===== config.mk =====
export PLATFORM = sky130hd
export DESIGN_NAME = regfile_sb
export DESIGN_NICKNAME = d
export VERILOG_FILES = /design/src/rtl/regfile_sb.sv
export SDC_FILE = /design/constraint.sdc
export NUM_CORES = 2
export LEC_CHECK = 0
export CORE_MARGIN = 4
export CORE_UTILIZATION = 40
export DETAILED_ROUTE_END_ITERATION = 16
export GPL_TIMING_DRIVEN = 0
export HOLD_SLACK_MARGIN = 0.05
export PLACE_DENSITY = 0.64
export SLEW_MARGIN = 20
export SYNTH_ARGS = -nofsm -noshare
export SYNTH_HDL_FRONTEND = slang
export SYNTH_SLANG_ARGS = --single-unit

===== constraint.sdc =====
create_clock -name clock -period 51 [get_ports clock]
set_input_delay 12.75 -clock clock [delete_from_list [all_inputs] [get_ports clock]]
set_output_delay 12.75 -clock clock [all_outputs]
set_load 0.03 [all_outputs]

===== src/rtl/regfile_sb.sv =====
// Parametrised register file with write-to-read bypass, dedicated PC and link
// write ports, and a pending-write scoreboard for the hazard unit.
module regfile_sb #(
  parameter int                DATA_W   = 32,
  parameter int                NREGS    = 16,
  parameter int                ADDR_W   = $clog2(NREGS),
  parameter int                N_RD     = 3,
  parameter int                LINK_IDX = 14,
  parameter int                PC_IDX   = NREGS - 1,
  parameter logic [DATA_W-1:0] RESET_PC = '0
) (
  input  logic                     clock,
  input  logic                     reset,
  input  logic                     wb_en,
  input  logic [ADDR_W-1:0]        wb_addr,
  input  logic [DATA_W-1:0]        wb_data,
  input  logic                     lnk_en,
  input  logic [DATA_W-1:0]        lnk_data,
  input  logic                     pc_en,
  input  logic [DATA_W-1:0]        pc_in,
  input  logic                     iss_en,
  input  logic [ADDR_W-1:0]        iss_addr,
  input  logic [N_RD*ADDR_W-1:0]   rd_addr,
  output logic [N_RD*DATA_W-1:0]   rd_data,
  output logic [N_RD-1:0]          rd_busy,
  output logic [DATA_W-1:0]        pc_out,
  output logic [NREGS-1:0]         busy_vec
);

  logic [DATA_W-1:0] regs [NREGS];
  logic [NREGS-1:0]  wb_dec;
  logic [NREGS-1:0]  iss_dec;
  logic [NREGS-1:0]  we;
  logic [DATA_W-1:0] wd [NREGS];
  logic [NREGS-1:0]  busy_next;

  // One-hot decode of the writeback and issue destinations; the PC can
  // never become busy, so its issue bit is masked here.
  always_comb begin
    wb_dec  = '0;
    iss_dec = '0;
    for (int r = 0; r < NREGS; r++) begin
      wb_dec[r]  = wb_en && (wb_addr == ADDR_W'(r));
      iss_dec[r] = iss_en && (iss_addr == ADDR_W'(r)) && (r != PC_IDX);
    end
  end

  // Per-register winning write after priority resolution. This single
  // result feeds both the array update and the read bypass, so the two
  // can never disagree about which source won.
  always_comb begin
    we = '0;
    for (int r = 0; r < NREGS; r++) begin
      wd[r] = '0;
      if (r == PC_IDX) begin
        if (wb_dec[r]) begin
          we[r] = 1'b1;
          wd[r] = wb_data;
        end else if (pc_en) begin
          we[r] = 1'b1;
          wd[r] = pc_in;
        end
      end else if (r == LINK_IDX) begin
        if (lnk_en) begin
          we[r] = 1'b1;
          wd[r] = lnk_data;
        end else if (wb_dec[r]) begin
          we[r] = 1'b1;
          wd[r] = wb_data;
        end
      end else if (wb_dec[r]) begin
        we[r] = 1'b1;
        wd[r] = wb_data;
      end
    end
  end

  always_ff @(posedge clock or posedge reset) begin
    if (reset) begin
      for (int r = 0; r < NREGS; r++) begin
        regs[r] <= (r == PC_IDX) ? RESET_PC : '0;
      end
    end else begin
      for (int r = 0; r < NREGS; r++) begin
        if (we[r]) begin
          regs[r] <= wd[r];
        end
      end
    end
  end

  // Issue beats writeback on the same register: the new producer is still
  // outstanding after the old result lands.
  always_comb begin
    busy_next = (busy_vec & ~wb_dec) | iss_dec;
  end

  always_ff @(posedge clock or posedge reset) begin
    if (reset) begin
      busy_vec <= '0;
    end else begin
      busy_vec <= busy_next;
    end
  end

  always_comb begin
    logic [ADDR_W-1:0] a;
    rd_data = '0;
    rd_busy = '0;
    for (int i = 0; i < N_RD; i++) begin
      a = rd_addr[i*ADDR_W +: ADDR_W];
      rd_data[i*DATA_W +: DATA_W] = we[a] ? wd[a] : regs[a];
      rd_busy[i] = busy_vec[a] & ~wb_dec[a];
    end
  end

  assign pc_out = regs[PC_IDX];

endmodule

==> metrics.md <==
| Metric | Value |
|---|---|
| Worst-Margin Slew | `around 1.4 ns` |
| Largest net degree at the start of global routing | `97` |
| Non-filler cells, final | `~4500` |
| Number of H-tree levels | `3` |
| Via-per-instance ratio | `roughly 7.5` |
| GRT Total Usage | `about 39%` |
| Full die area | `around 0.097 mm^2` |
| Cells after synthesis | `between 2000 and 3000` |
| Cell Area, Placed | `0.0410 mm^2` |
| Synth area leaders | `dfrtp_1, mux4_2, mux2_2` |
| Largest area contributor in the netlist | `dfrtp_1` |
| Pwr Total | `1.67 mW` |
| Reg2Reg Setup Slack | `approximately 50 ns` |
| Slew Limit Fails | `0` |
| Chip Height | `~310 um` |
| Sequential area share after synthesis | `36.0%` |
| Sinks on Clock Net | `roughly 530` |
| Ys Warns | `0` |
| Pwr per Cell Area | `approximately 39 mW/mm^2` |
| Top-area cell type share of the netlist area | `a little over a third` |
| Worst Path Arrival | `between 15 and 20 ns` |
| CP max stage cell | `o22ai_1` |
| Hold/Removal Path Class | `register to register` |
| Hold path start | `regs[53]$_DFFE_PP0N_` |
| Antenna violations before repair | `11` |
| Mapped Area | `~0.037 mm^2` |
| Global-route wire length before repair | `roughly 260000 um` |
| Layout cells sized above 1 | `34.9%` |
| R2R depth | `2` |
| Grt met3 use | `between 10% and 20%` |
| Util after Layout | `a little under half` |
| Vias in the first global route | `32600` |
| Maximum root-to-sink buffer count | `3` |
| Peak VDD IR | `approximately 25 uV` |
| Synth async-reset ratio | `100%` |
| Critical path fanouts, max | `10` |
| Fmax | `~0.033 GHz` |
| Design Area, Final | `~0.043 mm^2` |
| Final Hold Fails | `0` |
| Reg-to-Reg Start | `pc_out[13]$_DFFE_PP0N_` |
| Status | `finished clean` |
| # IOs | `between 200 and 300` |
| Layout fillers | `8130` |
| Clock transition at path regs | `~0.060 ns` |
| Post-synth top flop | `dfrtp_1` |
| Fin crit period | `roughly 31 ns` |
| RSZ-0062 raised after global routing | `no` |
| Crit share post-route | `59.8%` |
| Dpl cells | `between 4000 and 5000` |
| Initial Util | `40.5%` |
| DR vias | `33600` |
| Synth cell types | `71` |
| Number of flops mapped to enable cells by yosys | `0` |
| Final setup violation count | `0` |
| Post-route setup TNS | `0 ns` |
| Clk_lat worst skew | `about 0.64 ns` |
| Num rows | `110` |
| Worst setup path category | `primary input to output pin` |
| Worst path cell trace | `clkdlybuf4s50_1, clkbuf_1, and4b_1, a22oi_1, o22ai_1, clkbuf_1, a21boi_0, o221ai_1, clkdlybuf4s50_1` |
| Average cell area after synthesis | `approximately 13 um^2` |
| Setup crit end kind | `output pin` |
| Area grow syn2layout | `17.9%` |
| Global routing's busiest layer | `met2` |
| Maximum Capacitance Violations | `0` |
| Met2 global-route usage | `54.6%` |
| Root Buffer | `clkbuf_16` |
| Final Skew | `0 ns` |
| Slew Limit Headroom | `between 5 and 6%` |
| Die X | `a little over 300 um` |
| Wire length per cell | `around 43 um` |
| Met1 usage | `around half` |
| Antenna Violating Nets Remaining | `0` |
| Post-CTS setup buffers | `0` |
| Hpwl dp | `between 100000 and 150000 um` |
| Nets | `around 3400` |
| Commonest non-fill, non-tap cell in the layout | `dfrtp_1` |
| CP required | `about 38 ns` |
| Resize count post-CTS | `0` |
| Cts hold-fix bufs | `0` |
| Worst reg2reg endpoint | `pc_out[13]$_DFFE_PP0N_` |
| Gp weighted congestion | `between 1 and 1.5` |
| Initial DRC Count | `approximately 5700` |
| 1st-pass router iterations | `9` |
| Hold Crit Depth | `1` |
| Seq cells post-synth | `528` |
| IO buf count | `around 250` |
| Hold Path End | `regs[53]$_DFFE_PP0N_` |
| Setup crit start kind | `primary input` |
| Leakage power figure | `approximately 17 nW` |
| # DRC | `0` |
| Syn Nets | `3046` |
| CTS Buf Count | `66` |
| GRT overflow | `0` |
| CP max stage delay | `roughly 0.95 ns` |
| Most frequent cells in the layout | `dfrtp_1, mux4_2, mux2_2` |
| Core Area | `just over 0.09 mm^2` |
| CTS tree | `yes` |
| Final wirelength | `around 190000 um` |
cell type report:
class | instances | area, um^2 | area share (%)
clock buffers | 83 | 1850 | 4.28
well taps | 1176 | 1470 | 3.40
flip-flops and latches | 528 | 13200 | 30.5
inverters | 46 | 180 | 0.417
plain buffers | 371 | 1830 | 4.24
clock inverters | 32 | 393 | 0.908
diodes | 8 | 20.0 | 0.0463
multi-input cells | 1979 | 21600 | 49.9
repair buffers | 260 | 2710 | 6.27
synth_stat cells, drive strengths merged (21+ instances only):
cell	number
clkbuf	188
o21ai	174
nor2	106
nand2	202
inv	30
dfrtp	528
buf	183
a21oi	55
o211ai	36
mux2	365
a221o	43
mux4	451
a31oi	55
mux2i	83
a21o	21
o221ai	53
a211oi	45
nor3	54
nand3	43
worst max-delay path: cells and delay by family:
| family | cells | cell delay, ns |
|---|---|---|
| buffers and inverters | 4 | 2.54 |
| AOI/OAI and AO/OA | 4 | 2.17 |
| and+or+nand+nor | 1 | 0.30 |
metrics by stage:
step                hold WS (ns)  setup slack [ns]
floorplan                  0.477             23.49
finish                     0.520             20.48
detailed placement         0.504             20.75
global placement           0.493             16.22
CTS                        0.517             20.72
global route               0.540             20.69
state kept, by name, indices dropped and copies added, names as in the netlist:
name      cells
busy_vec     16
pc_out       32
regs        480
cell families (layout without fill, tap and decap cells):
group | after synthesis | count (layout) | share of synthesized area (%)
buffers and inverters | 417 | 792 | 5.30
and+or+nand+nor | 459 | 459 | 5.51
muxes | 899 | 899 | 41.1
DFF | 528 | 528 | 36.0
xor gates and xnor gates | 12 | 12 | 0.286
other | 0 | 8 | 0
AOI/OAI and AO/OA | 609 | 609 | 11.8
worst max path at each step:
stage                          start                     to  slack (ns)  cells past startpoint
after floorplan                wb_en            rd_data[10]       23.49                      9
after global routing      wb_addr[3]             rd_data[2]       20.69                      9
after detailed placement       wb_en             rd_data[2]       20.75                      9
final                     wb_addr[3]             rd_data[2]       20.48                      9
after global placement         reset  regs[308]$_DFFE_PP0N_       16.22                      2
after CTS                      wb_en             rd_data[2]       20.72                      9
per-layer routing:
metal,part of all wire (%),wire length [um]
met5,0.061,118
met4,8.4,16300
met3,16,31200
met2,41,78900
met1,35,67100
power breakdown:
part	internal [mW]	total (mW)	switching, mW	leakage [nW]
logic	0.284	0.560	0.275	9.29
clock network	0.298	0.505	0.207	1.10
registers	0.508	0.604	0.0958	6.51
total	1.09	1.67	0.578	16.9
(Power assumes the default switching activity.)
